[src/rtl/string_match_request_serializer.sv]
// Host-side front end for the string-matching processor: streams a latched needle
// (MSB byte first) followed by an upstream haystack, then captures the match result.
module string_match_request_serializer #(
  parameter int STRING_SIZE = 5
) (
  input  logic                     clock,
  input  logic                     reset,
  input  logic                     enable,
  input  logic                     start,
  input  logic [STRING_SIZE*8-1:0] needle_in,
  input  logic [7:0]               src_data,
  input  logic                     src_valid,
  input  logic                     src_last,
  output logic                     src_ready,
  output logic [7:0]               out_data,
  output logic                     out_valid,
  output logic                     out_last,
  input  logic [7:0]               result_data,
  input  logic                     result_valid,
  output logic                     busy,
  output logic                     done,
  output logic                     match,
  output logic [15:0]              hay_count
);
  localparam int IDX_W  = $clog2(STRING_SIZE + 1);
  localparam int WORD_W = STRING_SIZE * 8;

  typedef enum logic [2:0] {IDLE, NEEDLE, HEYSTACK, WAIT_RESULT, DONE} state_t;

  state_t            state;
  logic [WORD_W-1:0] needle;
  logic [IDX_W-1:0]  idx;
  logic              vld_p0;
  logic              xfer;

  function automatic logic [15:0] sat_inc(input logic [15:0] v);
    return (v == 16'hFFFF) ? v : v + 16'd1;
  endfunction

  function automatic logic [7:0] needle_byte(input logic [WORD_W-1:0] w,
                                             input logic [IDX_W-1:0] k);
    logic [WORD_W-1:0] shifted;
    shifted = w << (8 * k);
    return shifted[WORD_W-1 -: 8];
  endfunction

  assign busy      = (state == NEEDLE) || (state == HEYSTACK) || (state == WAIT_RESULT);
  assign src_ready = enable && (state == HEYSTACK);
  assign xfer      = src_valid && src_ready;
  // A frozen cycle must never present a byte, so the registered valid is masked by enable.
  assign out_valid = vld_p0 && enable;

  always_ff @(posedge clock) begin
    if (reset) begin
      state     <= IDLE;
      needle    <= '0;
      idx       <= '0;
      vld_p0    <= 1'b0;
      out_data  <= '0;
      out_last  <= 1'b0;
      done      <= 1'b0;
      match     <= 1'b0;
      hay_count <= '0;
    end else if (enable) begin
      unique case (state)
        IDLE, DONE: begin
          vld_p0   <= 1'b0;
          out_last <= 1'b0;
          if (start) begin
            needle    <= needle_in;
            done      <= 1'b0;
            match     <= 1'b0;
            hay_count <= '0;
            out_data  <= needle_byte(needle_in, '0);
            vld_p0    <= 1'b1;
            idx       <= IDX_W'(1);
            state     <= NEEDLE;
          end
        end
        NEEDLE: begin
          out_last <= 1'b0;
          if (idx == IDX_W'(STRING_SIZE)) begin
            vld_p0 <= 1'b0;
            state  <= HEYSTACK;
          end else begin
            out_data <= needle_byte(needle, idx);
            vld_p0   <= 1'b1;
            idx      <= idx + 1'b1;
          end
        end
        HEYSTACK: begin
          vld_p0   <= xfer;
          out_last <= xfer && src_last;
          if (xfer) begin
            out_data  <= src_data;
            hay_count <= sat_inc(hay_count);
            if (src_last) state <= WAIT_RESULT;
          end
        end
        WAIT_RESULT: begin
          vld_p0   <= 1'b0;
          out_last <= 1'b0;
          if (result_valid) begin
            match <= result_data[0];
            done  <= 1'b1;
            state <= DONE;
          end
        end
        default: state <= IDLE;
      endcase
    end
  end
endmodule

[config.mk]
export PLATFORM = sky130hd
export DESIGN_NAME = string_match_request_serializer
export DESIGN_NICKNAME = d
export VERILOG_FILES = /design/src/rtl/string_match_request_serializer.sv
export SDC_FILE = /design/constraint.sdc
export NUM_CORES = 1
export LEC_CHECK = 0
export BUFFER_PORTS_ARGS = -buffer_cell sky130_fd_sc_hd__buf_2
export CORE_ASPECT_RATIO = 1.4
export CORE_MARGIN = 10
export CORE_UTILIZATION = 50
export CTS_BUF_LIST = sky130_fd_sc_hd__clkbuf_2
export DETAILED_ROUTE_END_ITERATION = 6
export PLACE_DENSITY_LB_ADDON = 0.2
export SYNTH_ARGS = -nofsm -noshare
export SYNTH_HDL_FRONTEND = slang
export SYNTH_SLANG_ARGS = --single-unit
export TNS_END_PERCENT = 20
[constraint.sdc]
create_clock -name clock -period 2.45 [get_ports clock]
set_input_delay 0.245 -clock clock [delete_from_list [all_inputs] [get_ports clock]]
set_output_delay 0.245 -clock clock [all_outputs]
set_load 0.005 [all_outputs]
* After elaboration in Yosys (flattened, before gate mapping)
Index checks and enable logic that the tools add are counted.
Word-level totals: register bits after elaboration 74, bits of input ports 63, output and inout bits 30, logic and storage cells 73
Cells by class: $add $sub $neg 2, equality and inequality tests 13, shift operators 1, mux-type cells 25, reductions and logical operators 23
Operator list (count):
- $mux W16 | 3
- $shl A40 B6 Y40 | 1
- $pmux W16 S2 | 1
- $mux W8 | 3
- $pmux W8 S3 | 1
- $mux W3 | 6
- $add A16 B1 Y16 const B | 1
- $eq A16 B16 Y1 const B | 1
- $ne A2 B2 Y1 const B | 6
- $pmux W3 S4 | 1
- $reduce_and A5 Y1 | 2
- $reduce_and A4 Y1 | 2
- $reduce_bool A2 Y1 | 4
- $eq A3 B2 Y1 const B | 2
- $eq A3 B3 Y1 const B | 2
- $pmux W1 S2 | 3
- $pmux W3 S2 | 1
- $reduce_and A6 Y1 | 1
- $mux W1 | 5
- $logic_and A1 B1 Y1 | 4
- $pmux W1 S4 | 1
- $reduce_and A2 Y1 | 2
- $reduce_bool A4 Y1 | 1
- $reduce_or A4 Y1 | 1
- 8 further kinds | 9

* Logic depth before layout (Yosys ltp)
Gate-level depths: netlist of run 1.
depth after elaboration 5, gate-level depth with buffers 10, gate-level depth less buffers 7

* Worst setup path before layout of run 1
No wires, ideal clock.
path kind register to register, from reg idx[1], to reg out_data[5], setup time 0.086 ns, arrival 1.889 ns, setup slack 0.475 ns, cell stages (with the launch flop) 11, path buffers 3, period minus slack after synthesis 1.975 ns, cells stage by stage dfxtp_1 -> buf_2 -> buf_2 -> inv_1 -> ha_1 -> nand2_1 -> a211oi_1 -> nor2_2 -> buf_2 -> nor2_1 -> a211oi_1
On the way: longest elaborated chain between the ends 3
Ends and longest elaborated chain:
- from (decl) | line 32 | logic [IDX_W-1:0] idx;
- from (signal assigned) | line 88 | idx <= idx + 1'b1;
- $shl A40 B6 Y40 / $eq A3 B3 Y1 (equally long branches) | line 43, 82
- $mux W8 / $ne A2 B2 Y1 (equally long branches)
- $pmux W8 S3 / $reduce_and A5 Y1 (equally long branches)
- to (signal assigned) | line 74 | out_data <= needle_byte(needle_in, '0);
- to (signal assigned) | line 86 | out_data <= needle_byte(needle, idx);
- to (signal assigned) | line 95 | out_data <= src_data;
- to (decl) | line 15 | output logic [7:0] out_data,
Parallel ways exist; a longest one is shown, timed or not. The select of a mux whose other input is x is not followed. A chain may end at the register's enable or synchronous reset.

* Worst setup path in the final report of run 1
from reg hay_count[0], to reg hay_count[7]
On the way: longest elaborated chain between the ends 4
Ends and longest elaborated chain:
- from (decl) | line 23 | output logic [15:0] hay_count
- from (signal assigned) | line 96 | hay_count <= sat_inc(hay_count);
- $add A16 B1 Y16 | line 37 | return (v == 16'hFFFF) ? v : v + 16'd1;
- $mux W16 | line 37
- $mux W16 | line 94 | if (xfer) begin
- $pmux W16 S2 | line 65 | unique case (state)
Parallel ways exist; a longest one is shown, timed or not. The select of a mux whose other input is x is not followed.

==> qor.log, run 1 <==
qor: yosys.synth.yosys.warnings 0
qor: power_and_ir_drop.pwr_density_cell 528 nW/um^2
qor: yosys.syn_avg_cell_area 7.79 sq um
qor: setup_path.timing.setup.critical_path_class flop to flop
qor: timing.drv_slew 0
qor: global_routing.grt_first_pass_wirelength 18200 microns
qor: yosys.post_synth_and_or_nand_nor_area_fraction 24.6%
qor: layout.layout.filler_cells 612
qor: global_routing.gr-usage-all-layers 19.7%
qor: power_and_ir_drop.combinationalPowerShare 17.1%
qor: setup_path.setup.worst_path.end_class flop
qor: global_routing.grt_start_max_net_pins 46
qor: power_and_ir_drop.pwr-share-clk 30.6%
qor: timing.fin_skew 0.0223 ns
qor: power_and_ir_drop.intPower 1.80 mW
qor: drt.drtPass1Iterations 5
qor: job.max_cap_viol_count 0
qor: cts.clk_latency 0.52 ns
qor: power_and_ir_drop.power.static_leakage 1.86 nW
qor: placed_design.finalWeightedCongestion 0.950
qor: placed_design.detailed_place_hpwl 7810 microns
qor: layout.layout.cells.most_common_list 105 x sky130_fd_sc_hd__nand2_1, 85 x sky130_fd_sc_hd__buf_2, 74 x sky130_fd_sc_hd__dfxtp_1
qor: power_and_ir_drop.net-switching-power 700 uW
qor: floorplanning.die_x 91.9 microns
qor: cts.clock_path_buffers 2
qor: power_and_ir_drop.power_frac_seq 52.3%
qor: yosys.yosys.area_share.adder 1.04%
qor: layout.final_nets 654
qor: timing.tightest_slew 0.698 ns
qor: drt.drt_iter0_markers 282
qor: yosys.synth_top_family_by_area simple AND/OR/NAND/NOR gates
qor: layout.antenna-diode-count 0
qor: setup_path.critical_path_arrival 2.62 ns
qor: floorplanning.core_area 7030 sq um
qor: setup_path.critPathRequiredTime 2.90 ns
qor: yosys.synth_compound_gate_area_share 24.4%
qor: power_and_ir_drop.netSwitchingFraction 28.0%
qor: setup_path.startpoint_type flop
qor: timing.min_period_over_period 88.6%
qor: floorplanning.floorplan.rows 36
qor: layout.drive_gt1_share 20.9%
qor: cts.cts.clk_slew.worst_paths 0.21 ns
qor: cts.post-cts-setup-buffers 0
qor: run_status.run_status finished clean
qor: yosys.yosys.area_share.xor_xnor 0%
qor: cts.tritoncts yes
qor: timing.slew-limit-headroom 53.4%
qor: timing.timing.final.hold_violations 0
qor: yosys.netlist_instances 465
qor: yosys.synth_area 3620 sq um
qor: floorplanning.die_height 121 microns
qor: yosys.synth_edf_count 0
qor: timing.fin_setup_tns 0 ns
qor: drt.postRouteWirelength 11200 microns
qor: drt.route.detailed.wl_per_inst 16.3 microns
qor: cts.cts-root-buf sky130_fd_sc_hd__clkbuf_2
qor: floorplanning.io_pins 93
qor: timing.setup_repair_after_global_routing_missed_its_margin no
qor: drt.via_per_inst 5.58
qor: drt.final_antenna_net_count 0
qor: power_and_ir_drop.power.total 2.50 mW
qor: yosys.synth_async_sr_flop_share 0%
qor: layout.final_common_cell sky130_fd_sc_hd__nand2_1
qor: cts.numClockSinks 74
qor: yosys.post_synth_num_cell_types 52
qor: yosys.syn_nets 531
qor: global_routing.gr-total-overflow 0
qor: timing.period_minus_slack 2.17 ns
qor: drt.route.detailed.drc 0
qor: setup_path.crit_path_max_fanout 7
qor: floorplanning.die_area 11100 sq um
qor: timing.finalSetupViolations 0
qor: floorplanning.initial_core_util 51.5%
qor: power_and_ir_drop.worst_ir_drop_vdd 467 uV
qor: cts.numCtsBuffers 9
qor: placed_design.placement.io_buffers 85
qor: global_routing.grt_pass1_vias 3816
qor: yosys.postSynth.topFlopCell sky130_fd_sc_hd__dfxtp_1
qor: timing.clock.fmax 461 MHz
qor: hold_path.worst_hold_path_type input pin to flop
qor: cts.cts_htree_levels 3
qor: yosys.synth.mux.area_fraction 4.97%
qor: yosys.ys_seq_area_share 40.9%
qor: yosys.ys_ff_latch 74
qor: global_routing.grt_antenna_before_repair 0
qor: drt.via_count 3842
qor: layout.layout-area-overhead-vs-synth 30.7%
## Yosys cell counts, types with 3 or more instances
cell type	n	area share, %
sky130_fd_sc_hd__mux2i_1	18	5.0
sky130_fd_sc_hd__nand4_1	9	1.6
sky130_fd_sc_hd__a211oi_1	11	2.3
sky130_fd_sc_hd__and2_1	4	0.69
sky130_fd_sc_hd__a21oi_1	57	7.9
sky130_fd_sc_hd__nor3_1	4	0.55
sky130_fd_sc_hd__a221oi_1	7	1.7
sky130_fd_sc_hd__o32ai_1	7	1.7
sky130_fd_sc_hd__and3_1	4	0.69
sky130_fd_sc_hd__dfxtp_1	74	41
sky130_fd_sc_hd__a31oi_1	3	0.52
sky130_fd_sc_hd__a41oi_1	4	0.97
sky130_fd_sc_hd__nor2_1	31	3.2
sky130_fd_sc_hd__nand2_1	105	11
sky130_fd_sc_hd__o31ai_1	4	0.83
sky130_fd_sc_hd__a22oi_1	7	1.5
sky130_fd_sc_hd__o21ai_0	28	3.9
sky130_fd_sc_hd__nor2b_1	8	1.4
sky130_fd_sc_hd__buf_2	8	1.1
sky130_fd_sc_hd__clkbuf_1	22	2.3
sky130_fd_sc_hd__ha_1	3	1.0
sky130_fd_sc_hd__nand2b_1	3	0.52
sky130_fd_sc_hd__nand3_1	7	0.97
## flip-flops by register name (all words and copies together), names as in the netlist
name / count
done: 1
state: 3
needle: 40
vld_p0: 1
idx: 3
out_data: 8
match: 1
out_last: 1
hay_count: 16
## power groups by stage
| stage | Clock (mW) | Combinational (mW) | Sequential, mW |
|---|---|---|---|
| detailed placement | 0 | 0.370 | 1.33 |
| finish | 0.765 | 0.428 | 1.31 |
| global placement | 0 | 0.362 | 1.33 |
| CTS | 0.774 | 0.422 | 1.31 |
| global route | 0.830 | 0.470 | 1.32 |
| floorplan | 0 | 0.232 | 1.32 |
## repair_timing
item | 4_1_cts | 5_1_grt
resized for setup | 0 | 0
hold buffers | 43 | 1
hold endpoints to repair | 42 | 1
## worst paths after layout
path,to,startpoint,cells after the start,slack (ns)
hold reg to reg,needle[32],needle[32],2,0.47
setup / recovery,hay_count[7],hay_count[0],7,0.28
setup reg to reg,hay_count[7],hay_count[0],7,0.28
hold / removal,idx[0],enable,2,0.05
## worst max-delay path: stages (launching register included)
cell and delay, ns:
sky130_fd_sc_hd__dfxtp_1 0.45, sky130_fd_sc_hd__ha_1 0.21, sky130_fd_sc_hd__nand3_1 0.25, sky130_fd_sc_hd__or4_1 0.60, sky130_fd_sc_hd__o22ai_1 0.21, sky130_fd_sc_hd__buf_4 0.19
sky130_fd_sc_hd__o21ai_0 0.08, sky130_fd_sc_hd__o21ai_0 0.10
## through the flow
step           instance area (sq um)  cells  utilization, %  setup WS (ns)  hold slack (ns)
5_1_grt                         4740    688            67.4         0.0340         0.000328
3_5_place_dp                    4160    628            59.3          0.370            0.446
4_1_cts                         4730    687            67.3          0.332           0.0122
6_report                        4740    688            67.4          0.280           0.0540
2_1_floorplan                   3620    465               -          0.475            0.381
3_3_place_gp                    4160    628            59.3          0.378            0.441
## area by class of cell
class                           instances  area, sq um  share of cell area (%)
Clock buffer                           10         50.0                    1.06
Timing Repair Buffer                  145          998                    21.1
Sequential cell                        74         1480                    31.3
Clock inverter                          6         81.3                    1.72
Tap cell                               95          119                    2.51
Multi-Input combinational cell        355         1990                    42.1
Inverter                                3         11.3                   0.238
## cell families (layout without fill, tap and decap cells)
| group | count (synthesis) | after routing |
|---|---|---|
| compound gates | 142 | 142 |
| fa+ha+maj | 3 | 3 |
| buf+inv | 36 | 164 |
| flops | 74 | 74 |
| mux | 18 | 18 |
| simple gates | 192 | 192 |
## per-layer routing
layer / up-vias / part of all wire, % / track usage [%]
met5: - / 0 / 0
met4: 0 / 2.2 / 8.99
met3: 20 / 6.8 / 4.83
met2: 148 / 51 / 34.6
met1: 1755 / 40 / 21.8
li1: 1919 / - / -
Note: power is estimated with default switching activity, not from simulation.
==> inputs of run 2 (changes only) <==
--- a/config.mk
+++ b/config.mk
@@ -5,6 +5,7 @@
 export SDC_FILE = /design/constraint.sdc
 export NUM_CORES = 1
 export LEC_CHECK = 0
+export ABC_AREA = 1
 export BUFFER_PORTS_ARGS = -buffer_cell sky130_fd_sc_hd__buf_2
 export CORE_ASPECT_RATIO = 1.4
 export CORE_MARGIN = 10
==> qor.log, run 2 <==
qor: yosys.synth_compound_gate_area_share 13.0%
qor: yosys.ys_ff_latch 74
qor: run_status.run_status complete, but fails checks
qor: yosys.synthDominantCellAreaShare 37.4%
qor: timing.setup_repair_after_global_routing_missed_its_margin no
qor: yosys.postSynth.topFlopCell sky130_fd_sc_hd__dfxtp_1
qor: layout.registers.top_by_ff_count needle
qor: timing.finalSetupViolations 0
qor: yosys.ys_top_cells_by_area sky130_fd_sc_hd__dfxtp_1 37%, sky130_fd_sc_hd__nor2_1 16%, sky130_fd_sc_hd__nand2_1 14%
qor: global_routing.gr-usage-all-layers 19.0%
qor: timing.slew-limit-headroom 70.1%
qor: yosys.synth.mux.area_fraction 0%
qor: drt.via_per_inst 4.95
qor: cts.cts_htree_levels 3
qor: placed_design.placement.io_buffers 85
qor: yosys.post_synth_and_or_nand_nor_area_fraction 38.7%
qor: cts.cts-root-buf sky130_fd_sc_hd__clkbuf_2
qor: floorplanning.floorplan.rows 38
qor: hold_path.timing.hold.worst_path_depth 2
qor: timing.period_minus_slack 1.97 ns
qor: setup_path.startpoint_type flop
qor: setup_path.setup.worst_path.end_class flop
qor: layout.layout.filler_cells 751
qor: timing.tightest_slew 0.446 ns
qor: cts.numClockSinks 74
qor: global_routing.grt_pass1_vias 4072
qor: yosys.post-synth-top-count-cell sky130_fd_sc_hd__nor2_1
qor: global_routing.grt_antenna_before_repair 0
qor: layout.antenna-diode-count 0
qor: cts.clk_latency 0.53 ns
qor: drt.via_count 4306
qor: timing.fin_setup_tns 0 ns
qor: yosys.synth_common_cells 169 x sky130_fd_sc_hd__nor2_1, 143 x sky130_fd_sc_hd__nand2_1, 74 x sky130_fd_sc_hd__dfxtp_1
qor: floorplanning.initial_core_util 51.2%
qor: cts.tritoncts yes
qor: placed_design.place_ws 0.523 ns
qor: floorplanning.io_pins 93
qor: yosys.synth.yosys.warnings 0
qor: yosys.yosys.area_share.xor_xnor 0%
qor: drt.drtPass1Iterations 7
qor: drt.postRouteWirelength 11300 microns
qor: yosys.post_synth_num_cell_types 28
qor: layout.layout-area-overhead-vs-synth 25.6%
qor: yosys.netlist_instances 644
qor: global_routing.gr-total-overflow 0
qor: floorplanning.core_area 7750 sq um
qor: setup_path.critPathRequiredTime 2.91 ns
qor: floorplanning.die_area 11900 sq um
qor: run_status.violated_checks DRC
qor: power_and_ir_drop.worst_ir_drop_vdd 458 uV
qor: yosys.ys_seq_area_share 37.4%
qor: layout.final_nets 831
qor: layout.largest_reg_flops 40
qor: timing.min_period_over_period 80.2%
qor: yosys.synth_async_sr_flop_share 0%
qor: cts.cts.clk_slew.worst_paths 0.19 ns
qor: timing.clock.fmax 509 MHz
qor: yosys.synth_edf_count 0
qor: placed_design.detailed_place_hpwl 8110 microns
qor: floorplanning.die_height 125 microns
qor: timing.drv_slew 0
qor: placed_design.finalWeightedCongestion 0.901
qor: global_routing.grt_first_pass_wirelength 18600 microns
qor: layout.drive_gt1_share 16.0%
qor: cts.numCtsBuffers 9
qor: global_routing.grt_start_max_net_pins 37
qor: setup_path.crit_path_max_fanout 15
qor: yosys.synth_top_family_by_area simple AND/OR/NAND/NOR gates
qor: job.max_cap_viol_count 0
qor: drt.final_antenna_net_count 0
qor: cts.clock_path_buffers 2
qor: setup_path.timing.setup.critical_path_class flop to flop
qor: layout.layout.cells.most_common_list 169 x sky130_fd_sc_hd__nor2_1, 143 x sky130_fd_sc_hd__nand2_1, 85 x sky130_fd_sc_hd__buf_2
qor: yosys.syn_avg_cell_area 6.16 sq um
qor: timing.timing.final.hold_violations 0
qor: yosys.syn_nets 710
qor: timing.post-route-worst-setup-slack 0.484 ns
qor: yosys.synth_area 3970 sq um
qor: drt.route.detailed.wl_per_inst 13.0 microns
qor: timing.fin_skew 0.0137 ns
qor: setup_path.setup.reg_to_reg.worst_slack 0.48 ns
qor: layout.largest_registers needle (40), hay_count (16), out_data (8)
qor: power_and_ir_drop.pwr_density_cell 540 nW/um^2
qor: layout.final_common_cell sky130_fd_sc_hd__nor2_1
qor: floorplanning.die_x 95.3 microns
qor: setup_path.timing.reg2reg.worst_path_depth 7
qor: cts.post-cts-setup-buffers 0
qor: setup_path.critical_path_arrival 2.43 ns
qor: yosys.yosys.area_share.adder 0.946%
qor: yosys.post-synth-top-area-cell sky130_fd_sc_hd__dfxtp_1
qor: hold_path.worst_hold_path_type input pin to flop
qor: drt.route.detailed.drc 5
qor: drt.drt_iter0_markers 256
qor: power_and_ir_drop.power.static_leakage 2.36 nW
==> run 2: cell types whose count changed in the layout (fill, tap and decap cells not counted), sizes merged, moves of 8 or more <==
cell	change
nand2	+41
mux2i	-18
a211oi	-10
nor2b	-8
a21oi	-31
nor2	+142
nand3	+35
o21ai	+39
buf	-8
inv	+68
==> run 2: final cells by class <==
class	instances	area (sq um)	area share [%]
inverters	72	270	5.42
well taps	100	125	2.51
clock inverters	4	42.5	0.854
multi-input cells	473	2090	41.9
repair buffers	135	918	18.4
flip-flops and latches	74	1480	29.7
clock buffers	12	60.1	1.21
==> run 2: kinds of logic (layout without fill, tap and decap cells) <==
group,count (synthesis),in the layout
flip-flops,74,74
buffers and inverters,97,223
AO/OA/AOI/OAI,98,98
AND/OR/NAND/NOR,372,372
adder cells (fa/ha/maj),3,3
==> run 2: critical path, cell delays in order, from the launching register on <==
cell                      delay, ns
sky130_fd_sc_hd__dfxtp_1       0.46
sky130_fd_sc_hd__ha_1          0.20
sky130_fd_sc_hd__nand2_1       0.12
sky130_fd_sc_hd__nor3_1        0.23
sky130_fd_sc_hd__nand3_2       0.31
sky130_fd_sc_hd__nand2_2       0.34
sky130_fd_sc_hd__nand2_1       0.09
sky130_fd_sc_hd__a21oi_1       0.14
==> run 2: timing repair <==
item,in CTS,in global routing
hold endpoints to repair,41,0
hold buffers,42,0
gates resized for setup,0,0
==> run 2: worst paths after layout <==
kind | start | endpoint
hold reg to reg | needle[27] | needle[27]
setup reg to reg | hay_count[0] | hay_count[5]
setup / recovery | hay_count[0] | hay_count[5]
hold / removal | reset | out_last
==> run 2: metrics by stage <==
step	instance area [sq um]	power, mW	instances	hold WS [ns]	utilization, %
after global routing	4980	2.88	870	0.0198	64.3
after floorplan	3970	1.82	644	0.314	-
final	4980	2.69	870	0.0427	64.3
after detailed placement	4460	2.01	812	0.447	57.6
after global placement	4460	2.00	812	0.441	57.6
after CTS	4980	2.72	870	0.00540	64.3
==> run 2: power by group <==
part / internal, mW / total, mW / switching [mW]
clock: 0.241 / 0.655 / 0.414
sequential: 1.30 / 1.36 / 0.0606
combinational: 0.273 / 0.677 / 0.404
==> run 2: routing by layer <==
metal / part of all wire (%) / up-vias / GRT usage (%)
met2: 52 / 102 / 34.5
met1: 40 / 1924 / 20.0
met5: 0 / - / 0
li1: - / 2253 / -
met3: 5.4 / 27 / 4.19
met4: 2.7 / 0 / 8.39
